### src/rtl/fetch_unit.sv
// fetch_unit: instruction-fetch stage between pc_counter and the IF/ID boundary.
// Fetches one word at a time over a req/ack handshake, loads the IF/ID register,
// and computes the next PC (jump > branch > sequential).
// Optional build macro: FETCH_ALIGN_CHECK_EN adds a sticky fetch_misalign output
// and blocks requests to misaligned addresses; without it the low address bits
// are forced to zero on every request.
module fetch_unit #(
  parameter int unsigned ADDR_W   = 32,
  parameter logic [31:0] NOP_WORD = 32'h0000_0000
) (
  input  logic              clk,
  input  logic              reset,
  input  logic [ADDR_W-1:0] current,
  output logic [ADDR_W-1:0] next_addr,
  input  logic              hazardStall,
  output logic              fetch_stall,
`ifdef FETCH_ALIGN_CHECK_EN
  output logic              fetch_misalign,
`endif
  input  logic              branch_taken,
  input  logic [ADDR_W-1:0] branch_target,
  input  logic              jump_en,
  input  logic [25:0]       jump_index,
  output logic              imem_req,
  output logic [ADDR_W-1:0] imem_addr,
  input  logic              imem_ack,
  input  logic [ADDR_W-1:0] imem_rdata,
  output logic [ADDR_W-1:0] ifid_instr,
  output logic [ADDR_W-1:0] ifid_pc4,
  output logic              ifid_valid
);

  typedef enum logic [1:0] {IDLE, REQ, DRAIN, HOLD} state_t;

  state_t            state_q;
  logic              req_q;
  logic [ADDR_W-1:0] addr_q;
  logic [ADDR_W-1:0] instr_q;
  logic [ADDR_W-1:0] pc4_q;
  logic              valid_q;
  logic [ADDR_W-1:0] holdInstr_q;
  logic [ADDR_W-1:0] holdPc4_q;
`ifdef FETCH_ALIGN_CHECK_EN
  logic              misalign_q;
  logic              latchMis;
`endif

  logic              redirect;
  logic              ackEff;
  logic              latchEn;
  logic [ADDR_W-1:0] latchSrc;
  logic [ADDR_W-1:0] latchAddr;

  // An ack only counts while a request is actually outstanding.
  assign redirect = jump_en | branch_taken;
  assign ackEff   = imem_ack & req_q;

  // Next PC for pc_counter: jump wins over branch, otherwise fall through by one word.
  always_comb begin
    next_addr = current + 32'd4;
    if (jump_en) begin
      next_addr = {ifid_pc4[31:28], jump_index, 2'b00};
    end else if (branch_taken) begin
      next_addr = branch_target;
    end
  end

  // Fetch is incomplete unless a word is being returned, or we are parked in HOLD.
  always_comb begin
    fetch_stall = 1'b1;
    case (state_q)
      REQ:     fetch_stall = ~ackEff;
      HOLD:    fetch_stall = 1'b0;
      default: fetch_stall = 1'b1;
    endcase
  end

  // Decide whether a new fetch address is captured this cycle and where it comes from.
  always_comb begin
    latchEn  = 1'b0;
    latchSrc = current;
    case (state_q)
      IDLE: latchEn = 1'b1;
      REQ: begin
        if (redirect) begin
          if (ackEff || !req_q) begin
            latchEn  = 1'b1;
            latchSrc = next_addr;
          end
        end else if (ackEff && !hazardStall) begin
          latchEn  = 1'b1;
          latchSrc = next_addr;
        end
      end
      DRAIN: latchEn = ackEff;
      HOLD: begin
        if (redirect) begin
          latchEn  = 1'b1;
          latchSrc = next_addr;
        end else if (!hazardStall) begin
          latchEn = 1'b1;
        end
      end
      default: latchEn = 1'b0;
    endcase
  end

  // Alignment handling of a captured address: flag it, or silently word-align it.
`ifdef FETCH_ALIGN_CHECK_EN
  always_comb begin
    latchAddr = latchSrc;
    latchMis  = |latchSrc[1:0];
  end
`else
  always_comb begin
    latchAddr = latchSrc & 32'hFFFF_FFFC;
  end
`endif

  // Fetch FSM together with the IF/ID register and the hold buffer.
  always_ff @(posedge clk or negedge reset) begin
    if (!reset) begin
      state_q     <= IDLE;
      req_q       <= 1'b0;
      addr_q      <= '0;
      instr_q     <= NOP_WORD;
      pc4_q       <= '0;
      valid_q     <= 1'b0;
      holdInstr_q <= '0;
      holdPc4_q   <= '0;
`ifdef FETCH_ALIGN_CHECK_EN
      misalign_q  <= 1'b0;
`endif
    end else begin
      if (latchEn) begin
        addr_q <= latchAddr;
`ifdef FETCH_ALIGN_CHECK_EN
        req_q      <= ~latchMis;
        misalign_q <= misalign_q | latchMis;
`else
        req_q <= 1'b1;
`endif
      end
      case (state_q)
        IDLE: state_q <= REQ;
        REQ: begin
          if (redirect) begin
            instr_q <= NOP_WORD;
            valid_q <= 1'b0;
            if (req_q && !ackEff) begin
              state_q <= DRAIN;
            end
          end else if (ackEff) begin
            if (hazardStall) begin
              holdInstr_q <= imem_rdata;
              holdPc4_q   <= addr_q + 32'd4;
              req_q       <= 1'b0;
              state_q     <= HOLD;
            end else begin
              instr_q <= imem_rdata;
              pc4_q   <= addr_q + 32'd4;
              valid_q <= 1'b1;
            end
          end else if (!hazardStall) begin
            instr_q <= NOP_WORD;
            valid_q <= 1'b0;
          end
        end
        DRAIN: begin
          if (ackEff) begin
            state_q <= REQ;
          end
        end
        HOLD: begin
          if (redirect) begin
            instr_q <= NOP_WORD;
            valid_q <= 1'b0;
            state_q <= REQ;
          end else if (!hazardStall) begin
            instr_q <= holdInstr_q;
            pc4_q   <= holdPc4_q;
            valid_q <= 1'b1;
            state_q <= REQ;
          end
        end
        default: state_q <= IDLE;
      endcase
    end
  end

  assign imem_req   = req_q;
  assign imem_addr  = addr_q;
  assign ifid_instr = instr_q;
  assign ifid_pc4   = pc4_q;
  assign ifid_valid = valid_q;
`ifdef FETCH_ALIGN_CHECK_EN
  assign fetch_misalign = misalign_q;
`endif

endmodule

### config.mk
export PLATFORM = sky130hd
export DESIGN_NAME = fetch_unit
export DESIGN_NICKNAME = d
export VERILOG_FILES = /design/src/rtl/fetch_unit.sv
export SDC_FILE = /design/constraint.sdc
export NUM_CORES = 1
export LEC_CHECK = 0
export ABC_AREA = 1
export CORE_MARGIN = 1.5
export CORE_UTILIZATION = 45
export CTS_CLUSTER_DIAMETER = 100
export CTS_CLUSTER_SIZE = 10
export DETAILED_ROUTE_END_ITERATION = 10
export PLACE_DENSITY = 0.77
export SYNTH_ARGS = -nofsm -noshare
export SYNTH_HDL_FRONTEND = slang
export SYNTH_SLANG_ARGS = --single-unit
export TNS_END_PERCENT = 100
### constraint.sdc
create_clock -name clk -period 1.8 [get_ports clk]
set_input_delay 0.36 -clock clk [delete_from_list [all_inputs] [get_ports clk]]
set_output_delay 0.36 -clock clk [all_outputs]
set_load 0.03 [all_outputs]
==> run_results.csv <==
group,metric,value,unit
global_routing,gr-total-overflow,0,
placement,dp_hpwl,29.4,mm
placement,place.gp.congestion,1.02,
sta,hold_violations,0,
detailed_routing,drt-wirelength-per-cell,20.1,um
cells_and_area,final_util,83.3,%
detailed_routing,drt_first_pass_iters,9,
sta,setup_viol,41,
worst_hold_path,worst_hold_path_type,"primary input to asynchronous set/reset pin",
status,status,"complete, but fails checks",
logic_synthesis,ys_dominant_reg_cell,"dfrtp_1",
logic_synthesis,syn_inst,1485,
logic_synthesis,netlist_top_cells_count,"435 x nand2_1, 158 x dfrtp_1, 153 x inv_1, 152 x o21ai_0, 100 x nor2_1",
clock_tree,clockRootBuffer,"clkbuf_16",
sta,timing.final.crit_share,119,%
power_and_ir_drop,ir_drop,0.000879,V
logic_synthesis,post-synth-top-count-cell,"nand2_1",
floorplanning,die_area,23700,um2
placement,dp_cells,2212,
clock_tree,cts_buffers,17,
detailed_routing,via_per_inst,5.76,
sta,clock-skew-final,0.0125,ns
logic_synthesis,syn_area_per_cell,6.89,um2
setup_path,r2r_slack,-0.07,ns
cells_and_area,drive_gt1_share,38.1,%
power_and_ir_drop,powerDensity,1260,nW/um2
job,cap_violations,0,
logic_synthesis,ys_ff_latch,158,
sta,fin_setup_tns,-6.29,ns
power_and_ir_drop,p_leak,9.20,nW
setup_path,reg2reg_to,"imem_addr[4]",
setup_path,r2r_start,"imem_req",
sta,drv_slew,0,
setup_path,critPathSlowestCell,"nor2_4",
clock_tree,insertion_delay,0.44,ns
global_routing,grt_max_degree,61,
setup_path,crit_fanout,5,
logic_synthesis,yosys_warnings,0,
clock_tree,cts_tree,"done",
logic_synthesis,yosysSeqAreaShare,38.6,%
setup_path,critPathRequiredTime,1.44,ns
cells_and_area,antenna_cells,0,
detailed_routing,drcViolationCount,0,
setup_path,critPathLaunch,"current[2]",
setup_path,worst-setup-path-type,"primary input to primary output",
floorplanning,rows,54,
setup_path,cpLargestDelayFamily,"simple AND/OR/NAND/NOR gates",
clock_tree,cts_sinks,158,
placement,placement.cell_area,15000,um2
cells_and_area,fill_cells,1299,
cells_and_area,layout.cells.non_filler,2390,
global_routing,grt_pass1_wl,66.5,mm
sta,period_needed,2.13,ns
detailed_routing,dr_total_vias,13759,
placement,numPortBuffers,254,
clock_tree,clk_pin_slew,0.08,ns
floorplanning,pin_count,259,
logic_synthesis,yosysUniqueCellTypes,52,
cells_and_area,area_growth,79.9,%
setup_path,arrival,1.77,ns
power_and_ir_drop,finalPower,23.2,mW
logic_synthesis,syn-cell-area,10200,um2
setup_path,critPathMaxStageDelay,0.17,ns
logic_synthesis,synth.largest_area_cell,"dfrtp_1",
setup_path,cp-start-kind,"primary input",
floorplanning,die_w,154,um
detailed_routing,drt_iter0_markers,1305,
setup_path,crit_path_frequent_cell,"nand2_2",
global_routing,antenna_found_initial,0,
detailed_routing,wl,48.0,mm
setup_path,crit_chain,"buf_12 > ha_4 > nand2_4 > nor2_4 > nand2_2 > clkinv_4 > buf_6 > nand2_2 > nand2_1 > nand3_1 > nand2_1 > nand2_2 > inv_2 > buf_6",
detailed_routing,antenna_left,0,
logic_synthesis,async_flop_share,100,%
sta,setup_ws,-0.333,ns
clock_tree,clockBufferDepth,2,
clock_tree,htreeDepth,4,
global_routing,grt_pass1_vias,12679,
setup_path,r2r_cells,10,
logic_synthesis,synth-edff-count,0,
logic_synthesis,synthTopCellsByArea,"dfrtp_1 39%, nand2_1 16%, o21ai_0 7.4%",
status,violations,"setup timing",
logic_synthesis,synth_top_area_share,38.6,%
cells_and_area,layout.nets,2227,
setup_path,path_buf_inv,5,
placement,dpl_worst_slack,-0.909,ns
setup_path,end_kind,"primary output",
floorplanning,core,22100,um2
sta,rsz0062_at_grt,"true",
cells_and_area,fin_area,18400,um2
floorplanning,start_util,46.3,%
sta,finalHoldWorstSlack,0.335,ns
floorplanning,die_h,154,um
global_routing,track_usage,35.4,%
sta,max_freq,469,MHz
[worst register-to-register path, delay by kind of cell (launching register included)]
kind	cells	cell delay (ns)
compound gates	3	0.48
buf+inv	4	0.46
flops	1	0.39
simple gates	3	0.41
[layout make-up]
type / count / area, um2 / area share [%]
inverter: 167 / 683 / 3.71
timing repair buffer: 666 / 6260 / 34.0
clock inverter: 15 / 219 / 1.19
sequential: 158 / 3970 / 21.6
tap: 280 / 350 / 1.90
clock buffer: 17 / 425 / 2.31
multi-input combinational: 1087 / 6490 / 35.3
[flip-flops by register name (all words and copies together) (netlist names)]
signal	count
holdPc4_q	30
imem_req	1
imem_addr	30
ifid_pc4	30
ifid_valid	1
state_q	2
holdInstr_q	32
ifid_instr	32
[where the power goes]
part           switching (mW)  internal (mW)  total (mW)  leakage, nW
logic                    7.90           5.26        13.2         6.91
clock network            1.65           2.26        3.92        0.318
registers                1.09           5.03        6.12         1.97
total                    10.6           12.6        23.2         9.20
[worst max path at each step]
stage | slack, ns | cells past startpoint | to
after global placement | -0.89 | 9 | next_addr[23]
after floorplan | -0.08 | 6 | next_addr[2]
after detailed placement | -0.91 | 9 | next_addr[23]
after CTS | -0.23 | 11 | next_addr[26]
after global routing | -0.38 | 11 | next_addr[25]
final | -0.33 | 14 | next_addr[18]
[layout by cell type (no fill, tap or decap), drive strengths merged]
cell           count
nor3              19
o22ai             30
nand3             74
dfrtp            158
dlygate4sd3        1
a22o               4
o21a               5
nor2             112
xor2              25
conb               4
clkdlybuf4s15      2
a31o               3
dlygate4sd2       96
nor4               4
buf              466
nand3b             1
or2                4
clkinv             5
o21bai             6
clkbuf            24
clkinvlp           3
xnor2              3
o2111ai            1
nand4             22
nand2            446
bufinv             3
o21ai            194
and2               2
inv              171
o221ai             3
a31oi             17
a21oi             89
o211ai             8
a21o               1
ha                 2
a22oi              3
and3               3
o32ai              2
clkdlybuf4s50     94
[repair_timing]
item	4_1_cts	5_1_grt
hold buffers	1	0
buffers inserted	93	67
resized for setup	516	219
gates cloned	0	9
hold endpoints to repair	21	0
endpoints found under the setup margin	225	97
pin swaps	112	129
[cells by family (layout without fill, tap and decap cells)]
group	count (synthesis)	count (layout)	synth area share, %
buffers and inverters	243	865	9.88
flip-flops	158	158	38.6
XOR/XNOR	28	28	2.40
other	1	4	0.0366
AND/OR/NAND/NOR	687	687	28.9
AO/OA/AOI/OAI	366	366	19.9
adder cells (fa/ha/maj)	2	2	0.245
[metal layers]
metal  vias up  global-route usage (%)  part of all wire [%]
li1       6085                       -                     -
met2       924                    61.3                    48
met4         0                    15.6                   6.5
met5         -                       0                     0
met3       282                    4.51                   8.0
met1      6468                    44.5                    37
Note: power is estimated with default switching activity, not from simulation.
